`config.mk`:
```
export PLATFORM = sky130hd
export DESIGN_NAME = temp_alarm_monitor
export DESIGN_NICKNAME = d
export VERILOG_FILES = /design/src/rtl/temp_alarm_monitor.sv
export SDC_FILE = /design/constraint.sdc
export NUM_CORES = 1
export LEC_CHECK = 0
export CAP_MARGIN = 20
export CORE_MARGIN = 8
export CORE_UTILIZATION = 52
export CTS_CLUSTER_DIAMETER = 120
export DETAILED_ROUTE_END_ITERATION = 10
export PLACE_DENSITY = 0.67
export SETUP_SLACK_MARGIN = 0.2
export SLEW_MARGIN = 20
export SYNTH_ARGS = -nofsm -noshare
export SYNTH_HDL_FRONTEND = slang
export SYNTH_SLANG_ARGS = --single-unit
```
`constraint.sdc`:
```
create_clock -name clk -period 5.9 [get_ports clk]
set_clock_uncertainty 0.05 [all_clocks]
set_input_delay 0.885 -clock clk [delete_from_list [all_inputs] [get_ports clk]]
set_output_delay 0.885 -clock clk [all_outputs]
set_load 0.01 [all_outputs]
```
`src/rtl/temp_alarm_monitor.sv`:
```
// temp_alarm_monitor
//   Multi-channel temperature alarm. Each channel runs a debounced
//   NORMAL / WARNING / FIRE state machine driven by strobed samples. FIRE is
//   latched until an acknowledge arrives and the last stored sample has cooled
//   below FIRE_TH-HYST. A shared buzzer beeps while any channel is in FIRE and
//   the alarm has not been muted by an acknowledge.
//
// Ports
//   clk           system clock
//   rst_n         asynchronous active-low reset
//   sample_valid  one-cycle strobe qualifying sample_ch / sample_tmp
//   sample_ch     channel index of the sample (CHW bits)
//   sample_tmp    unsigned temperature (W bits)
//   ack           one-cycle acknowledge pulse (IR remote)
//   is_warning    per-channel WARNING flag (NCH bits)
//   is_fire       per-channel FIRE flag (NCH bits)
//   any_warning   OR of is_warning
//   any_fire      OR of is_fire
//   fire_ch       lowest channel index in FIRE, 0 when none
//   buzzer        registered buzzer drive
module temp_alarm_monitor #(
    parameter int NCH       = 4,
    parameter int W         = 8,
    parameter int WARN_TH   = 35,
    parameter int FIRE_TH   = 50,
    parameter int HYST      = 2,
    parameter int DEBOUNCE  = 3,
    parameter int BEEP_HALF = 50_000_000,
    localparam int CHW      = (NCH > 1) ? $clog2(NCH) : 1
) (
    input  logic           clk,
    input  logic           rst_n,
    input  logic           sample_valid,
    input  logic [CHW-1:0] sample_ch,
    input  logic [W-1:0]   sample_tmp,
    input  logic           ack,
    output logic [NCH-1:0] is_warning,
    output logic [NCH-1:0] is_fire,
    output logic           any_warning,
    output logic           any_fire,
    output logic [CHW-1:0] fire_ch,
    output logic           buzzer
);

    localparam logic [W-1:0] WARN_V  = W'(WARN_TH);
    localparam logic [W-1:0] FIRE_V  = W'(FIRE_TH);
    localparam logic [W-1:0] WARN_LO = W'(WARN_TH - HYST);
    localparam logic [W-1:0] FIRE_LO = W'(FIRE_TH - HYST);
    localparam logic [3:0]   DEB_V   = 4'(DEBOUNCE);
    localparam int           PW      = (BEEP_HALF > 1) ? $clog2(BEEP_HALF) : 1;
    localparam logic [PW-1:0] PHASE_LAST = PW'(BEEP_HALF - 1);

    typedef enum logic [1:0] {
        ST_NORMAL  = 2'd0,
        ST_WARNING = 2'd1,
        ST_FIRE    = 2'd2
    } state_t;

    logic [NCH-1:0] enter_fire;

    genvar gi;
    generate
        for (gi = 0; gi < NCH; gi++) begin : g_ch
            state_t       state_reg, state_next;
            logic [W-1:0] last_reg;
            logic [3:0]   warn_reg, warn_next, warn_inc;
            logic [3:0]   fire_reg, fire_next, fire_inc;
            logic         hit;

            // Equality against this channel's index also rejects any index
            // >= NCH, since no channel instance exists for it.
            assign hit = sample_valid && (sample_ch == CHW'(gi));

            always_comb begin
                warn_inc   = (sample_tmp >= WARN_V) ?
                             ((warn_reg == DEB_V) ? DEB_V : warn_reg + 4'd1) : 4'd0;
                fire_inc   = (sample_tmp >= FIRE_V) ?
                             ((fire_reg == DEB_V) ? DEB_V : fire_reg + 4'd1) : 4'd0;
                state_next = state_reg;
                warn_next  = warn_reg;
                fire_next  = fire_reg;
                if (hit) begin
                    // A sample for this channel wins over a coincident ack.
                    warn_next = warn_inc;
                    fire_next = fire_inc;
                    if (state_reg != ST_FIRE) begin
                        if (fire_inc == DEB_V) begin
                            state_next = ST_FIRE;
                            warn_next  = 4'd0;
                            fire_next  = 4'd0;
                        end else if (state_reg == ST_NORMAL && warn_inc == DEB_V) begin
                            state_next = ST_WARNING;
                            warn_next  = 4'd0;
                        end else if (state_reg == ST_WARNING && sample_tmp < WARN_LO) begin
                            state_next = ST_NORMAL;
                            warn_next  = 4'd0;
                            fire_next  = 4'd0;
                        end
                    end
                end else if (ack && state_reg == ST_FIRE && last_reg < FIRE_LO) begin
                    state_next = ST_WARNING;
                    warn_next  = 4'd0;
                    fire_next  = 4'd0;
                end
            end

            always_ff @(posedge clk or negedge rst_n) begin
                if (!rst_n) begin
                    state_reg <= ST_NORMAL;
                    last_reg  <= '0;
                    warn_reg  <= 4'd0;
                    fire_reg  <= 4'd0;
                end else begin
                    state_reg <= state_next;
                    warn_reg  <= warn_next;
                    fire_reg  <= fire_next;
                    if (hit) begin
                        last_reg <= sample_tmp;
                    end
                end
            end

            assign is_warning[gi] = (state_reg == ST_WARNING);
            assign is_fire[gi]    = (state_reg == ST_FIRE);
            assign enter_fire[gi] = (state_next == ST_FIRE) && (state_reg != ST_FIRE);
        end
    endgenerate

    assign any_warning = |is_warning;
    assign any_fire    = |is_fire;

    always_comb begin
        fire_ch = '0;
        for (int i = NCH - 1; i >= 0; i--) begin
            if (is_fire[i]) begin
                fire_ch = CHW'(i);
            end
        end
    end

    // Alarm silencing and buzzer generation.
    logic          mute_reg;
    logic [PW-1:0] phase_reg;
    logic          beep_on;

    assign beep_on = any_fire && !mute_reg;

    always_ff @(posedge clk or negedge rst_n) begin
        if (!rst_n) begin
            mute_reg  <= 1'b0;
            phase_reg <= '0;
            buzzer    <= 1'b0;
        end else begin
            // A fresh FIRE entry re-arms the alarm even against a coincident ack.
            if (|enter_fire) begin
                mute_reg <= 1'b0;
            end else if (ack) begin
                mute_reg <= 1'b1;
            end
            if (beep_on) begin
                // Toggle whenever the phase counter wraps to 0; the first
                // active cycle sees phase 0 with buzzer low, so it starts high.
                if (phase_reg == '0) begin
                    buzzer <= ~buzzer;
                end
                phase_reg <= (phase_reg == PHASE_LAST) ? '0 : phase_reg + 1'b1;
            end else begin
                buzzer    <= 1'b0;
                phase_reg <= '0;
            end
        end
    end

endmodule
```
# Word-level counts from Yosys, hierarchy flattened

Index checks and enable logic that the tools add are counted.
Widths: inputs -> output; s select.

Word-level logic and storage cells: 207
Input port bits: 14
Flip-flop bits (word level): 100

$add $sub $neg: 9
$lt $le $gt $ge: 7
Equal/unequal tests: 37
Reduce and logical (&&, ||, !) cells: 40
Bitwise gates (word level): 1
Muxes and demuxes: 94

Operator list:

| kind                  | count |
|---|---|
| $mux 4                | 60 |
| $eq 4x2->1 const B    | 16 |
| $mux 2                | 28 |
| $mux 26               | 2 |
| $lt 8x6->1 const B    | 5 |
| $add 4x1->4 const B   | 8 |
| $add 26x1->26 const B | 1 |
| $eq 26x26->1 const B  | 1 |
| $logic_not 26->1      | 1 |
| $logic_and 1x1->1     | 25 |
| $eq 2x2->1 const B    | 10 |
| $ge 8x6->1 const B    | 2 |
| $reduce_or 4->1       | 3 |
| $eq 2x1->1 const B    | 5 |
| $logic_not 2->1       | 5 |
| $reduce_bool 2->1     | 5 |
| $ne 2x2->1 const B    | 4 |
| $mux 1                | 4 |
| $ne 2x1->1 const B    | 1 |
| $logic_not 1->1       | 1 |
| $not 1->1             | 1 |

# Depth between registers and ports, before layout

Gate-level depths: netlist of the first run.

Depth after elaboration: 13
Depth in mapped cells: 9
Mapped depth without buffers: 8

# Worst setup path after synthesis of the first run

Ideal clock, no wire load.

Path type: input to register
Start point: input port sample_tmp[6]
End point: register mute_reg
Cell stages on the path: 7
Data required time: 5.713 ns
Path slack: 3.392 ns
Path buffers: 1
Data arrival time: 2.320 ns
Cell sequence: buf_4 or4_4 o21ai_4 nor4_1 o311a_1 a21oi_1 nor4_1

Cells in the longest elaborated chain, start to end: 12
Elaborated cells on any way between the ends: 58

RTL lines:

| item                                        | line | source |
|---|---|---|
| from (decl)                                 | 35   | `input logic [W-1:0] sample_tmp,` |
| $ge 8x6->1                                  | 75   | `warn_inc = (sample_tmp >= WARN_V) ?` |
| $mux 4                                      | 75   |  |
| $eq 4x2->1                                  | 91   | `end else if (state_reg == ST_NORMAL && warn_inc == DEB_V) begin` |
| $logic_and 1x1->1                           | 91   |  |
| $mux 2                                      | 91   |  |
| $mux 2 (*)                                  | 87   | `if (fire_inc == DEB_V) begin` |
| $mux 2 (*)                                  | 86   | `if (state_reg != ST_FIRE) begin` |
| $mux 2 (*)                                  | 82   | `if (hit) begin` |
| net g_ch[0].state_next[0]                   | 64   | `state_t state_reg, state_next;` |
| $eq 2x2->1 (*)                              | 125  | `assign enter_fire[gi] = (state_next == ST_FIRE) && (state_reg != ST_FIRE);` |
| $logic_and 1x1->1 (*)                       | 125  |  |
| $reduce_or 4->1 (*)                         | 155  | `if (\|enter_fire) begin` |
| $mux 1 or $reduce_bool 2->1 (tied branches) | --   |  |
| to (signal assigned)                        | 150  | `mute_reg <= 1'b0;` |
| to (signal assigned)                        | 156  | `mute_reg <= 1'b0;` |
| to (signal assigned)                        | 158  | `mute_reg <= 1'b1;` |
| to (decl)                                   | 142  | `logic mute_reg;` |

The timed path passes the listed nets; every way through them passes the cells marked *.
A chain may end at the register's enable or synchronous reset.

# Worst setup path in the final report of the first run

Start point: register g_ch[3].state_reg[1]
End point: output port fire_ch[1]

Cells in the longest elaborated chain, start to end: 5

RTL lines:

| item                   | line | source |
|---|---|---|
| from (decl)            | 64   |  |
| from (signal assigned) | 114  | `state_reg <= state_next;` |
| $eq 2x2->1             | 124  | `assign is_fire[gi] = (state_reg == ST_FIRE);` |
| $mux 2 (4 in series)   | 135  | `if (is_fire[i]) begin` |
| to (decl)              | 41   | `output logic [CHW-1:0] fire_ch,` |

Every way passes these cells.

==> results of run 1 <==
stage by stage:
stage,std cells,hold slack (ns)
6_report,667,0.431
4_1_cts,667,0.438
2_1_floorplan,528,0.396
5_1_grt,667,0.449
3_3_place_gp,651,0.411
3_5_place_dp,651,0.416
cell usage in the layout (no fill, tap or decap), drive strengths merged, types with 6 or more instances in the layout:
cell type / instances
clkdlybuf4s50: 25
o31ai: 7
and3: 13
ha: 10
nor4: 7
a21oi: 14
dfrtp: 84
nand2: 83
nand3: 24
nor3: 11
nor2: 60
inv: 19
o21ai: 32
xor2: 18
a31oi: 6
nand2b: 13
a22o: 12
clkbuf: 11
nor2b: 13
nand4: 9
xnor2: 7
area by class of cell:
| class | count | area, µm² |
|---|---|---|
| Fill cell | 803 | 3790 |
| Multi-Input combinational cell | 411 | 2520 |
| Sequential cell | 84 | 2100 |
| Timing Repair Buffer | 26 | 262 |
| Tap cell | 111 | 139 |
| Clock buffer | 11 | 131 |
| Inverter | 19 | 71.3 |
| Clock inverter | 5 | 52.6 |
worst min-delay path, cell delays in order, from the launching register on:
cell and delay [ns]:
dfrtp_1 0.35, nand2_1 0.05, nand2_1 0.05
worst min path at each step:
stage               cells past startpoint                  end                start  slack [ns]
finish                                  2  g_ch[3].last_reg[5]  g_ch[3].last_reg[5]        0.43
global route                            2  g_ch[1].last_reg[5]  g_ch[1].last_reg[5]        0.45
CTS                                     2  g_ch[1].last_reg[5]  g_ch[1].last_reg[5]        0.44
detailed placement                      2  g_ch[3].last_reg[5]  g_ch[3].last_reg[5]        0.42
global placement                        2  g_ch[3].last_reg[6]  g_ch[3].last_reg[6]        0.41
floorplan                               2  g_ch[1].last_reg[4]  g_ch[1].last_reg[4]        0.40
per-layer routing:
layer,vias up,wire length [µm]
met1,1873,5360
met4,0,110
met2,80,4920
li1,1931,-
met3,9,472
met5,-,0
kinds of logic (layout without fill, tap and decap cells):
logic type                 count (synthesis)  in the layout  share of synthesized area [%]
xor gates and xnor gates                  25             25                           4.60
muxes                                      4              4                          0.946
and+or+nand+nor                          258            258                           27.0
adders and majority gates                 12             12                           3.05
AOI/OAI and AO/OA                        112            112                           17.3
buffers and inverters                     33             61                           2.94
DFF                                       84             84                           44.1
where the power goes:
group          switching, mW  internal [mW]
Combinational          0.410          0.335
Clock                  0.211          0.194
Sequential             0.119          0.680
Total                  0.740           1.21
==> summary.md, run 1 <==
| Metric | Value |
|---|---|
| Status | completed |
| CTS tree | built |
| Hold-fix buffers, CTS | 0 |
| Slowest CP cell | clkdlybuf4s50_1 |
| Worst hold-check path type | flip-flop to flip-flop |
| DP Area | 5090 µm² |
| Final core utilization | 58.2% |
| Nets | 575 |
| Minimum clock period | 3.09 ns |
| Core area | ~9100 µm² |
| Worst-Margin Slew | 0.907 ns |
| Synthesized flop and latch total | 84 |
| TNS Setup | 0 ns |
| Initial antenna violation count | 0 |
| Num CTS Buffers | 9 |
| Syn Inst Count | 528 |
| Design Area, Final | 5280 µm² |
| Total Power | just under 2 mW |
| Largest net degree at the start of global routing | 85 |
| Top-area cell type share of the netlist area | 44.1% |
| Yosys cell types | just over 70 |
| Cell Area, Synth | 4760 µm² |
| # Post-CTS Setup Buffers | 0 |
| H-tree depth | 3 |
| FF-to-FF setup slack | 3.47 ns |
| R2R depth | 7 |
| Post_cts resized | 0 |
| Clk pin slew, worst setup/hold paths | 0.09 ns |
| DRT Wirelength | ~11000 µm |
| Setup-failing EPs final | 0 |
| Synth Flop Type | dfrtp_1 |
| Met2 Usage GRT | 28.4% |
| Ys Warns | 0 |
| Total track usage | 18.1% |
| Die area | 12500 µm² |
| Crit path arrival time | 2.16 ns |
| Biggest area consumer among synthesized cells | dfrtp_1 |
| DR vias | around 4000 |
| Routed Antenna Nets | 0 |
| Core Rows | 35 |
| Clock Root Buffer | clkbuf_8 |
| CP endpoint kind | output port |
| Max Cap Violations | 0 |
| Starting Density | 52.5% |
| GRT Residual Overflow | 0 |
| Crit. path cell count | 4 |
| Detail Placement HPWL | 7780 µm |
| Synth area leaders | dfrtp_1 (44%), nand2_1 (6.5%), nor2_1 (4.6%) |
| PwrDens | ~370 nW/µm² |
| Post-synth EDFFs | 0 |
| CP max FO | 9 |
| # clock sinks | 84 |
| Area grow syn2layout | 10.8% |
| Vias per std cell | between 5 and 6 |
| Detailed router's first-iteration violation count | between 200 and 250 |
| RSZ-0062 raised after global routing | no |
| Setup WS pre-CTS | approximately 2.5 ns |
| Critical Path, Cell by Cell | nor2b_1 -> nor2_1 -> nor3_1 -> clkdlybuf4s50_1 |
| CP required | 4.97 ns |
| Fmax | 323 MHz |
| Seq/Total Area, Yosys | 44.1% |
| Asr flop ratio synth | between 90% and 100% |
| R2r endpoint | mute_reg |
| Syn Nets | 552 |
| Final hold vios | 0 |
| Top cells by count, synth | dfrtp_1 (84), nand2_1 (83), nor2_1 (59) |
| WP buf/inv | 1 |
| Delay-heaviest family, CP | simple AND/OR/NAND/NOR gates |
| Slew margin rel. | 39.3% |
| I/O Buffers | 26 |
| Placer congestion estimate | just over 0.8 |
| Critical path class | flip-flop to output port |
| VDD IR max | 194 µV |
| Global-route wire length before repair | roughly 19000 µm |
| WL per Instance | 16.3 µm |
| Pins Over Slew Limit | 0 |
| Met1 Use GR | 24.5% |
| CP startpoint | g_ch[3].state_reg[1] |
| Layout cells sized above 1 | ~7.7% |
| TritonRoute pass-1 iters | 4 |
| Drt drc | 0 |
| Boundary pin count | 27 |
| Die Span Y | approximately 110 µm |
| P_leak | about 2.3 nW |
| Syn avg cell area | roughly 9 µm² |
| CP max stage delay | 0.60 ns |
| Number of global-route vias before repair | approximately 3800 |
| Final WS setup | 2.81 ns |
| Most numerous cell in the Yosys netlist | dfrtp_1 |
| Worst setup path endpoint | fire_ch[1] |
| Met3 Usage GRT | ~3.7% |
| RR Startpoint | g_ch[2].warn_reg[0] |
| CP startpoint kind | flip-flop |
| Gr busiest metal | met2 |
| CTS max path bufs | 2 |
| Clock Latency Late Sink | roughly 0.35 ns |
| Largest register FFs | 26 |
| Die X | 112 µm |
| Diodes inserted | 0 |
| Tcrit/Tclk final | 52.4% |
Note: power is estimated with default switching activity, not from simulation.
==> run 2, diff against run 1 <==
==> constraint.sdc (replaced) <==
create_clock -name clk -period 2.85 [get_ports clk]
set_clock_uncertainty 0.05 [all_clocks]
set_input_delay 0.4275 -clock clk [delete_from_list [all_inputs] [get_ports clk]]
set_output_delay 0.4275 -clock clk [all_outputs]
set_load 0.01 [all_outputs]
==> run 2 against run 1 <==
Against the previous run:
- power grew 120%
- hold slack worse by 0.42 ns
- core utilization increased by 2.1 points
- clock power increased to 2.6 times the previous value
- sequential power up 110%
- via count grew 5.2%
- design area rose by 3.6%
- combinational power up 110%
- sequential share of layout area is 1.4 points lower
- first-iteration DRC count decreased by 14%
==> summary.md, run 2 (synthesis results as in run 1) <==
| Metric | Value |
|---|---|
| Die area | 12500 µm² |
| CP max FO | 8 |
| DP Area | approximately 5200 µm² |
| Commonest cells after routing, fill and taps aside | dfrtp_1 (84), nand2_1 (83), nor2_1 (59) |
| Die X | 112 µm |
| Crit path arrival time | around 2.1 ns |
| TNS Setup | 0 ns |
| Multi-input logic area | 2530 µm² |
| Core area | 9060 µm² |
| Slew margin rel. | 60.0% |
| Max Cap Violations | 0 |
| Register Area | about 2100 µm² |
| Final core utilization | 60.3% |
| Final hold vios | 0 |
| VDD IR max | a little over 400 µV |
| R2R depth | 7 |
| Diodes inserted | 0 |
| CTS max path bufs | 2 |
| Critical path class | flip-flop to output port |
| Clock Root Buffer | clkbuf_8 |
| Layout cells sized above 1 | between 10% and 20% |
| Most common cell after layout, fill and taps aside | dfrtp_1 |
| CTS tree | built |
| Die Span Y | 112 µm |
| Worst hold-check path type | input port to async pin |
| Detail Placement HPWL | 8250 µm |
| Hold-fix buffers, CTS | 0 |
| Core Rows | 35 |
| I/O Buffers | 26 |
| Detailed router's first-iteration violation count | approximately 210 |
| Area grow syn2layout | 14.8% |
| PwrDens | 787 nW/µm² |
| Met2 routed WL | 5100 µm |
| Initial antenna violation count | 0 |
| Number of global-route vias before repair | 3999 |
| CP startpoint kind | flip-flop |
| CP endpoint kind | output port |
| R2r endpoint | mute_reg |
| FF-to-FF setup slack | between 0.4 and 0.5 ns |
| Total track usage | 18.6% |
| DR vias | 4095 |
| Tcrit/Tclk final | 89.4% |
| Fmax | between 300 and 400 MHz |
| Largest register FFs | 26 |
| Placer congestion estimate | 0.848 |
| Boundary pin count | 27 |
| CP required | 2.37 ns |
| RSZ-0062 raised after global routing | no |
| Setup-failing EPs final | 0 |
| P_leak | 2.38 nW |
| Clk pin slew, worst setup/hold paths | around 0.09 ns |
| WL per Instance | 16.3 µm |
| Worst-Margin Slew | 0.600 ns |
| Minimum clock period | 2.55 ns |
| Nets | just under 600 |
| Status | completed |
| H-tree depth | 3 |
| TritonRoute pass-1 iters | 5 |
| Global-route wire length before repair | 19000 µm |
| Routed Antenna Nets | 0 |
| Starting Density | a little over half |
| Vias per std cell | approximately 6.0 |
| Pins Over Slew Limit | 0 |
| DRT Wirelength | 11100 µm |
| RR Startpoint | g_ch[2].warn_reg[0] |
| Clock Latency Late Sink | about 0.36 ns |
| Design Area, Final | 5470 µm² |
| Num CTS Buffers | 9 |
| GRT Residual Overflow | 0 |
| Largest net degree at the start of global routing | 46 |
| WL met3 | 499 µm |
| Drt drc | 0 |
| DR top layer | met4 |
| Fillers | between 700 and 800 |
| WL met1 | 5190 µm |
| # clock sinks | 84 |
-- run 2: cell count changes in the layout (fill, tap and decap cells not counted), sizes merged --
cell and delta:
buf +15, bufinv +2, clkbuf -2, clkinv -1
clkinvlp -1, inv +2
-- run 2: critical path, stage by stage, from the launching register on --
cell,delay (ns)
dfrtp_1,0.49
nor2b_1,0.44
nor2_1,0.07
nand2_1,0.15
clkdlybuf4s50_1,0.56
-- run 2: per-stage QoR --
step / hold slack [ns] / setup slack [ns] / cells / total power [mW]
3_5_place_dp: 0.413 / 0.136 / 666 / 3.24
6_report: 0.00724 / 0.301 / 682 / 4.30
4_1_cts: 0.0239 / 0.222 / 682 / 4.32
2_1_floorplan: 0.0819 / 0.681 / 528 / 2.66
5_1_grt: 0.0548 / 0.218 / 682 / 4.59
3_3_place_gp: 0.407 / 0.191 / 666 / 3.19
-- run 2: worst max-delay path by stage --
stage	from	to	slack, ns	cells past startpoint
global placement	sample_tmp[7]	mute_reg	0.19	8
CTS	g_ch[3].state_reg[1]	fire_ch[1]	0.22	4
floorplan	g_ch[2].warn_reg[0]	mute_reg	0.68	7
detailed placement	sample_tmp[4]	g_ch[2].warn_reg[3]	0.14	7
global route	g_ch[1].state_reg[1]	fire_ch[0]	0.22	4
finish	g_ch[1].state_reg[1]	any_fire	0.30	4
-- run 2: power breakdown --
group,total [mW],switching [mW],internal (mW)
Sequential,1.66,0.254,1.41
Combinational,1.58,0.859,0.716
Clock,1.07,0.468,0.597
-- run 2: final cells by class --
| class | count | area share, % |
|---|---|---|
| flip-flops and latches | 84 | 38.4 |
| inverters | 19 | 1.30 |
| well taps | 111 | 2.54 |
| clock buffers | 9 | 2.27 |
| multi-input cells | 411 | 46.2 |
| repair buffers | 41 | 6.77 |
| clock inverters | 7 | 2.43 |
-- run 2: what timing repair did --
item	4_1_cts	5_1_grt
setup endpoints to repair	0	2
gates resized for setup	0	2
buffers inserted	0	0
-- run 2: metal layers --
layer / vias up / global-route usage, %
met5: - / 0
met4: 0 / 9.57
met3: 21 / 3.19
met2: 102 / 28.7
met1: 2010 / 24.5
li1: 1962 / -
==> run 3, diff against run 2 <==
--- a/config.mk
+++ b/config.mk
@@ -8,7 +8,7 @@
 export CAP_MARGIN = 20
 export CORE_MARGIN = 8
 export CORE_UTILIZATION = 52
-export CTS_CLUSTER_DIAMETER = 120
+export CTS_CLUSTER_DIAMETER = 80
 export DETAILED_ROUTE_END_ITERATION = 10
 export PLACE_DENSITY = 0.67
 export SETUP_SLACK_MARGIN = 0.2
==> results of run 3 <==
The final DEF is identical to that of run 2; final timing and power are the same.
